**src/rtl/rvvi_frame_arbiter.sv**
```systemverilog
// rtl/rvvi_frame_arbiter.sv - round-robin frame arbiter merging NUM_SRC write-data sources
// onto one AXI4 W channel, with burst truncation and a programmable inter-frame gap.
module rvvi_frame_arbiter #(
  parameter int NUM_SRC         = 2,
  parameter int MAX_BURST_WORDS = 256
) (
  input  logic                   m_axi_aclk,
  input  logic                   m_axi_aresetn,
  input  logic [NUM_SRC*32-1:0]  SrcWdata,
  input  logic [NUM_SRC*4-1:0]   SrcWstrb,
  input  logic [NUM_SRC-1:0]     SrcWlast,
  input  logic [NUM_SRC-1:0]     SrcWvalid,
  output logic [NUM_SRC-1:0]     SrcWready,
  output logic [31:0]            RvviAxiWdata,
  output logic [3:0]             RvviAxiWstrb,
  output logic                   RvviAxiWlast,
  output logic                   RvviAxiWvalid,
  input  logic                   RvviAxiWready,
  input  logic [31:0]            InterFrameGap,
  output logic [NUM_SRC-1:0]     Grant,
  output logic [31:0]            FrameCount,
  output logic                   Overrun
);

  localparam int IW = (NUM_SRC > 1) ? $clog2(NUM_SRC) : 1;
  localparam int CW = ($clog2(MAX_BURST_WORDS) > 10) ? $clog2(MAX_BURST_WORDS) : 10;
  localparam logic [CW-1:0] LastBeat = CW'(MAX_BURST_WORDS - 1);

  typedef enum logic [1:0] {IDLE, XFER, GAP} state_t;

  state_t         state, stateNext;
  logic [IW-1:0]  grantIdx, lastGrant, winIdx, candIdx;
  logic           winFound;
  logic [CW-1:0]  beatCnt;
  logic [31:0]    gapCnt;
  logic [31:0]    selData;
  logic [3:0]     selStrb;
  logic           selValid, selLast, inXfer, beat, frameEnd;

  // Search starts just after the source that completed the previous frame
  always_comb begin
    winIdx   = '0;
    winFound = 1'b0;
    candIdx  = '0;
    for (int k = 1; k <= NUM_SRC; k++) begin
      candIdx = IW'((int'(lastGrant) + k) % NUM_SRC);
      if (!winFound && SrcWvalid[candIdx]) begin
        winFound = 1'b1;
        winIdx   = candIdx;
      end
    end
  end

  always_comb begin
    selData  = '0;
    selStrb  = '0;
    selValid = 1'b0;
    selLast  = 1'b0;
    for (int i = 0; i < NUM_SRC; i++) begin
      if (grantIdx == IW'(i)) begin
        selData  = SrcWdata[i*32 +: 32];
        selStrb  = SrcWstrb[i*4 +: 4];
        selValid = SrcWvalid[i];
        selLast  = SrcWlast[i];
      end
    end
  end

  always_comb begin
    inXfer        = (state == XFER);
    RvviAxiWdata  = inXfer ? selData : '0;
    RvviAxiWstrb  = inXfer ? selStrb : '0;
    RvviAxiWvalid = inXfer & selValid;
    RvviAxiWlast  = inXfer & (selLast | (beatCnt == LastBeat));
    SrcWready     = inXfer ? (Grant & {NUM_SRC{RvviAxiWready}}) : '0;
    beat          = RvviAxiWvalid & RvviAxiWready;
    frameEnd      = beat & RvviAxiWlast;
  end

  always_comb begin
    stateNext = state;
    case (state)
      IDLE:    if (winFound) stateNext = XFER;
      XFER:    if (frameEnd) stateNext = (InterFrameGap != 32'd0) ? GAP : IDLE;
      GAP:     if (gapCnt <= 32'd1) stateNext = IDLE;
      default: stateNext = IDLE;
    endcase
  end

  always_ff @(posedge m_axi_aclk) begin
    if (!m_axi_aresetn) begin
      state      <= IDLE;
      Grant      <= '0;
      grantIdx   <= '0;
      lastGrant  <= IW'(NUM_SRC - 1);
      beatCnt    <= '0;
      gapCnt     <= '0;
      FrameCount <= '0;
      Overrun    <= 1'b0;
    end else begin
      state <= stateNext;
      case (state)
        IDLE: begin
          if (winFound) begin
            grantIdx <= winIdx;
            Grant    <= NUM_SRC'(1) << winIdx;
            beatCnt  <= '0;
          end
        end
        XFER: begin
          if (beat) beatCnt <= beatCnt + 1'b1;
          // A truncated frame leaves the source mid-stream; its tail re-arbitrates later
          if (frameEnd) begin
            Grant      <= '0;
            lastGrant  <= grantIdx;
            FrameCount <= FrameCount + 32'd1;
            gapCnt     <= InterFrameGap;
            if (!selLast) Overrun <= 1'b1;
          end
        end
        GAP:     gapCnt <= gapCnt - 32'd1;
        default: ;
      endcase
    end
  end

endmodule
```
**config.mk**
```make
export PLATFORM = sky130hd
export DESIGN_NAME = rvvi_frame_arbiter
export DESIGN_NICKNAME = d
export VERILOG_FILES = /design/src/rtl/rvvi_frame_arbiter.sv
export SDC_FILE = /design/constraint.sdc
export NUM_CORES = 1
export LEC_CHECK = 0
export CAP_MARGIN = 20
export CORE_MARGIN = 2
export CORE_UTILIZATION = 28
export DETAILED_ROUTE_END_ITERATION = 10
export PLACE_DENSITY = 0.65
export SYNTH_ARGS = -nofsm -noshare
export SYNTH_HDL_FRONTEND = slang
export SYNTH_SLANG_ARGS = --single-unit
```
**constraint.sdc**
```tcl
create_clock -name m_axi_aclk -period 5.6 [get_ports m_axi_aclk]
set_input_delay 0.56 -clock m_axi_aclk [delete_from_list [all_inputs] [get_ports m_axi_aclk]]
set_output_delay 0.56 -clock m_axi_aclk [all_outputs]
set_load 0.02 [all_outputs]
```
==> results.yml <==
run:
  drv_cap: 0
clock_tree:
  clockBufferDepth: 2
  clock_latency_ns: 0.34
  cts_sinks: 81
  cts_buffers: 9
  htreeDepth: 3
  cts_resized: 0
  clk_pin_slew_worst_paths_ns: 0.06
  holdBufCountCts: 0
  post_cts_buffers: 0
  root_buffer: "clkbuf_16"
  cts_tree: "done"
synthesis:
  ys_ff_latch: 81
  synthMuxAreaShare_pct: 8.45
  avgSynthCellArea_um2: 7.87
  synth_top_family_by_area: "simple AND/OR/NAND/NOR gates"
  synth_edf_count: 0
  synth_xor_area_share_pct: 3.50
  synth_warnings: 0
  post_synth_fa_ha_maj_area_fraction_pct: 1.05
  yosysUniqueCellTypes: 54
  netlist_instances: 604
  synth_simple_gate_area_share_pct: 30.6
  yosys_most_used_dff: "dfxtp_1"
  syn-num-nets: 719
  async_flop_share_pct: 0
  syn_area_um2: 4750
  synth-compound-area-share_pct: 18.5
  yosysSeqAreaShare_pct: 34.1
floorplan:
  core_um2: 16600
  dieHeight_um: 134
  std_cell_rows: 47
  start_util_pct: 28.7
  die_area_um2: 18000
  ios: 186
  die_w_um: 134
pwr:
  combPwrFrac_pct: 28.0
  power_frac_seq_pct: 36.5
  switching_share_pct: 30.2
  p_per_area_nw_per_um2: 247
  clock_power_share_pct: 35.5
  p_leak_uw: 0.00231
  power_switching_uw: 529
  p_int_uw: 1220
  ir_worst_vdd_uv: 151
status:
  status: "complete, no violations"
cells_and_area:
  diodes: 0
  drive_above_1_share_pct: 4.13
  synthToLayoutAreaGrowth_pct: 49.5
  nNetsFinal: 886
  final_cells: 995
  design_area_um2: 7110
  n_fill_cell: 1671
critical_path:
  cp-start-kind: "register"
  crit_fanout: 40
  required_ns: 5.04
  critPathKind: "reg2out"
  critical_path.max_stage_delay_ns: 0.59
  cpMaxStageDelayCell: "clkdlybuf4s50_1"
  endpoint_kind: "output pin"
  path_cells: "buf_4 -> mux2i_1 -> o32ai_1 -> clkdlybuf4s50_1"
  worstPathArrival_ns: 2.45
timing:
  setup_viol: 0
  maxSlewViolCount: 0
  clock_skew_ns: 0.00576
  maxSlewHeadroom_pct: 46.1
  tns_ns: 0
  maxClockFrequency_mhz: 333
  post-route-min-period_ns: 3.01
  hold_violations: 0
  rsz0062_at_grt: "false"
  finalCritPeriodShare_pct: 53.7
  tightest_slew_ns: 0.805
route:
  first_iter_violations: 184
  wl_mm: 15.3
  drc_errors: 0
  viasPerCell: 5.10
  drtAntennaViolNets: 0
  vias: 5072
  drt-pass1-iter-count: 4
  wl_per_cell_um: 15.4
grt:
  antenna_found_initial: 0
  track_usage_pct: 16.7
  grtUsageMet2_pct: 27.9
  grt_pass1_vias: 4727
  overflow: 0
  busiest_layer: "met2"
  grt_util_met1_pct: 21.3
  grt_pass1_wl_mm: 24.3
  grt_use_met3_pct: 4.42
  grt_max_degree: 41
worst_hold_path:
  hold_class: "reg2reg"
placed_design:
  dp.cells: 980
  place_hpwl_mm: 11.1
  place_congestion: 0.826
  postPlaceCellArea_um2: 6790
  placement.io_buffers: 185
==> metrics by stage <==
step	power, µW	hold slack [ns]	setup WS (ns)	utilization [%]
finish	1750	0.466	2.59	42.9
global route	1840	0.511	2.38	42.9
CTS	1770	0.469	2.52	42.9
detailed placement	1140	0.455	2.60	41.0
global placement	1140	0.458	2.68	41.0
floorplan	934	0.435	3.23	-
==> worst max-delay path, delay by kind of cell (launching register included) <==
kind / cells / cell delay, ns
AOI/OAI and AO/OA: 1 / 0.20
DFF: 1 / 0.31
muxes: 1 / 0.48
buffers and inverters: 2 / 1.10
==> Yosys cell counts (all sizes together), types with 2 or more instances <==
library cell   n  area share, %
a21oi         52            5.5
a221oi         2           0.37
a22oi          5           0.79
a2bb2oi        8            1.5
a31oi          8            1.1
and2           6           0.79
and3          11            1.4
and4           3           0.55
buf            9           0.89
clkbuf        27            2.1
dfxtp         81             34
ha             4            1.1
inv            9           0.71
mux2i         39            8.2
nand2         39            3.1
nand2b         6           0.79
nand3         31            3.4
nand4         32            4.2
nor2          80            6.3
nor2b          4           0.53
nor3          15            1.6
nor4          19            2.6
nor4b          2           0.37
o211ai         5           0.79
o21a           4           0.63
o21ai         20            2.1
o21ba          2           0.42
o2bb2ai        3           0.55
o311ai         8            1.5
o31ai          6           0.95
o41ai          3           0.95
or3           16            2.1
or4           13            2.1
xnor2         11            2.0
xor2           8            1.5
==> per-layer routing <==
| metal | up-vias | share of wire [%] |
|---|---|---|
| li1 | 2611 | - |
| met1 | 2331 | 45 |
| met2 | 114 | 49 |
| met3 | 16 | 4.6 |
| met4 | 0 | 1.4 |
| met5 | - | 0 |
==> power groups by stage <==
stage	clock network [µW]	registers (µW)	logic [µW]
3_5_place_dp	0	652	489
2_1_floorplan	0	644	291
3_3_place_gp	0	651	487
6_report	622	640	490
5_1_grt	659	646	538
4_1_cts	637	640	491
==> cells by family after synthesis <==
logic type,count (synthesis)
and+or+nand+nor,281
AOI/OAI and AO/OA,134
DFF,81
buffers and inverters,45
muxes,40
xor gates and xnor gates,19
adders and majority gates,4
==> layout by cell type (no fill, tap or decap), drive strengths merged, types with 3 or more instances in the layout <==
cell	synthesis	layout
or4	13	13
a22oi	5	5
o211ai	5	5
o21ai	20	20
xnor2	11	11
nor2	80	80
and3	11	11
o311ai	8	8
nand3	31	31
nand4	32	32
and2	6	6
a21oi	52	52
o41ai	3	3
buf	9	7
a2bb2oi	8	8
o31ai	6	6
ha	4	4
o2bb2ai	3	3
clkdlybuf4s50	0	185
nor4	19	19
xor2	8	8
nand2	39	39
nor2b	4	4
inv	9	9
or3	16	16
nand2b	6	6
nor3	15	15
a31oi	8	8
o21a	4	4
dfxtp	81	81
mux2i	39	39
and4	3	3
clkbuf	27	13
==> worst paths after layout <==
path	start	endpoint	slack [ns]	cells after the start
hold / removal	Overrun	Overrun	0.47	2
setup / recovery	grantIdx	RvviAxiWlast	2.59	4
setup reg to reg	state[1]	FrameCount[14]	2.62	5
hold reg to reg	Overrun	Overrun	0.47	2
==> cell type report <==
class,count,area [µm²],share of cell area (%)
Clock buffer,13,280,3.94
Clock inverter,2,35.0,0.493
Inverter,9,33.8,0.475
Multi-Input combinational cell,478,2960,41.6
Sequential cell,81,1620,22.8
Tap cell,220,275,3.87
Timing Repair Buffer,192,1900,26.8
==> sequential cells by signal (all words and copies together) (netlist names) <==
| register | flops |
|---|---|
| beatCnt | 10 |
| Grant | 2 |
| lastGrant | 1 |
| FrameCount | 32 |
| state | 2 |
| gapCnt | 32 |
| grantIdx | 1 |
| Overrun | 1 |
(Power assumes the default switching activity.)
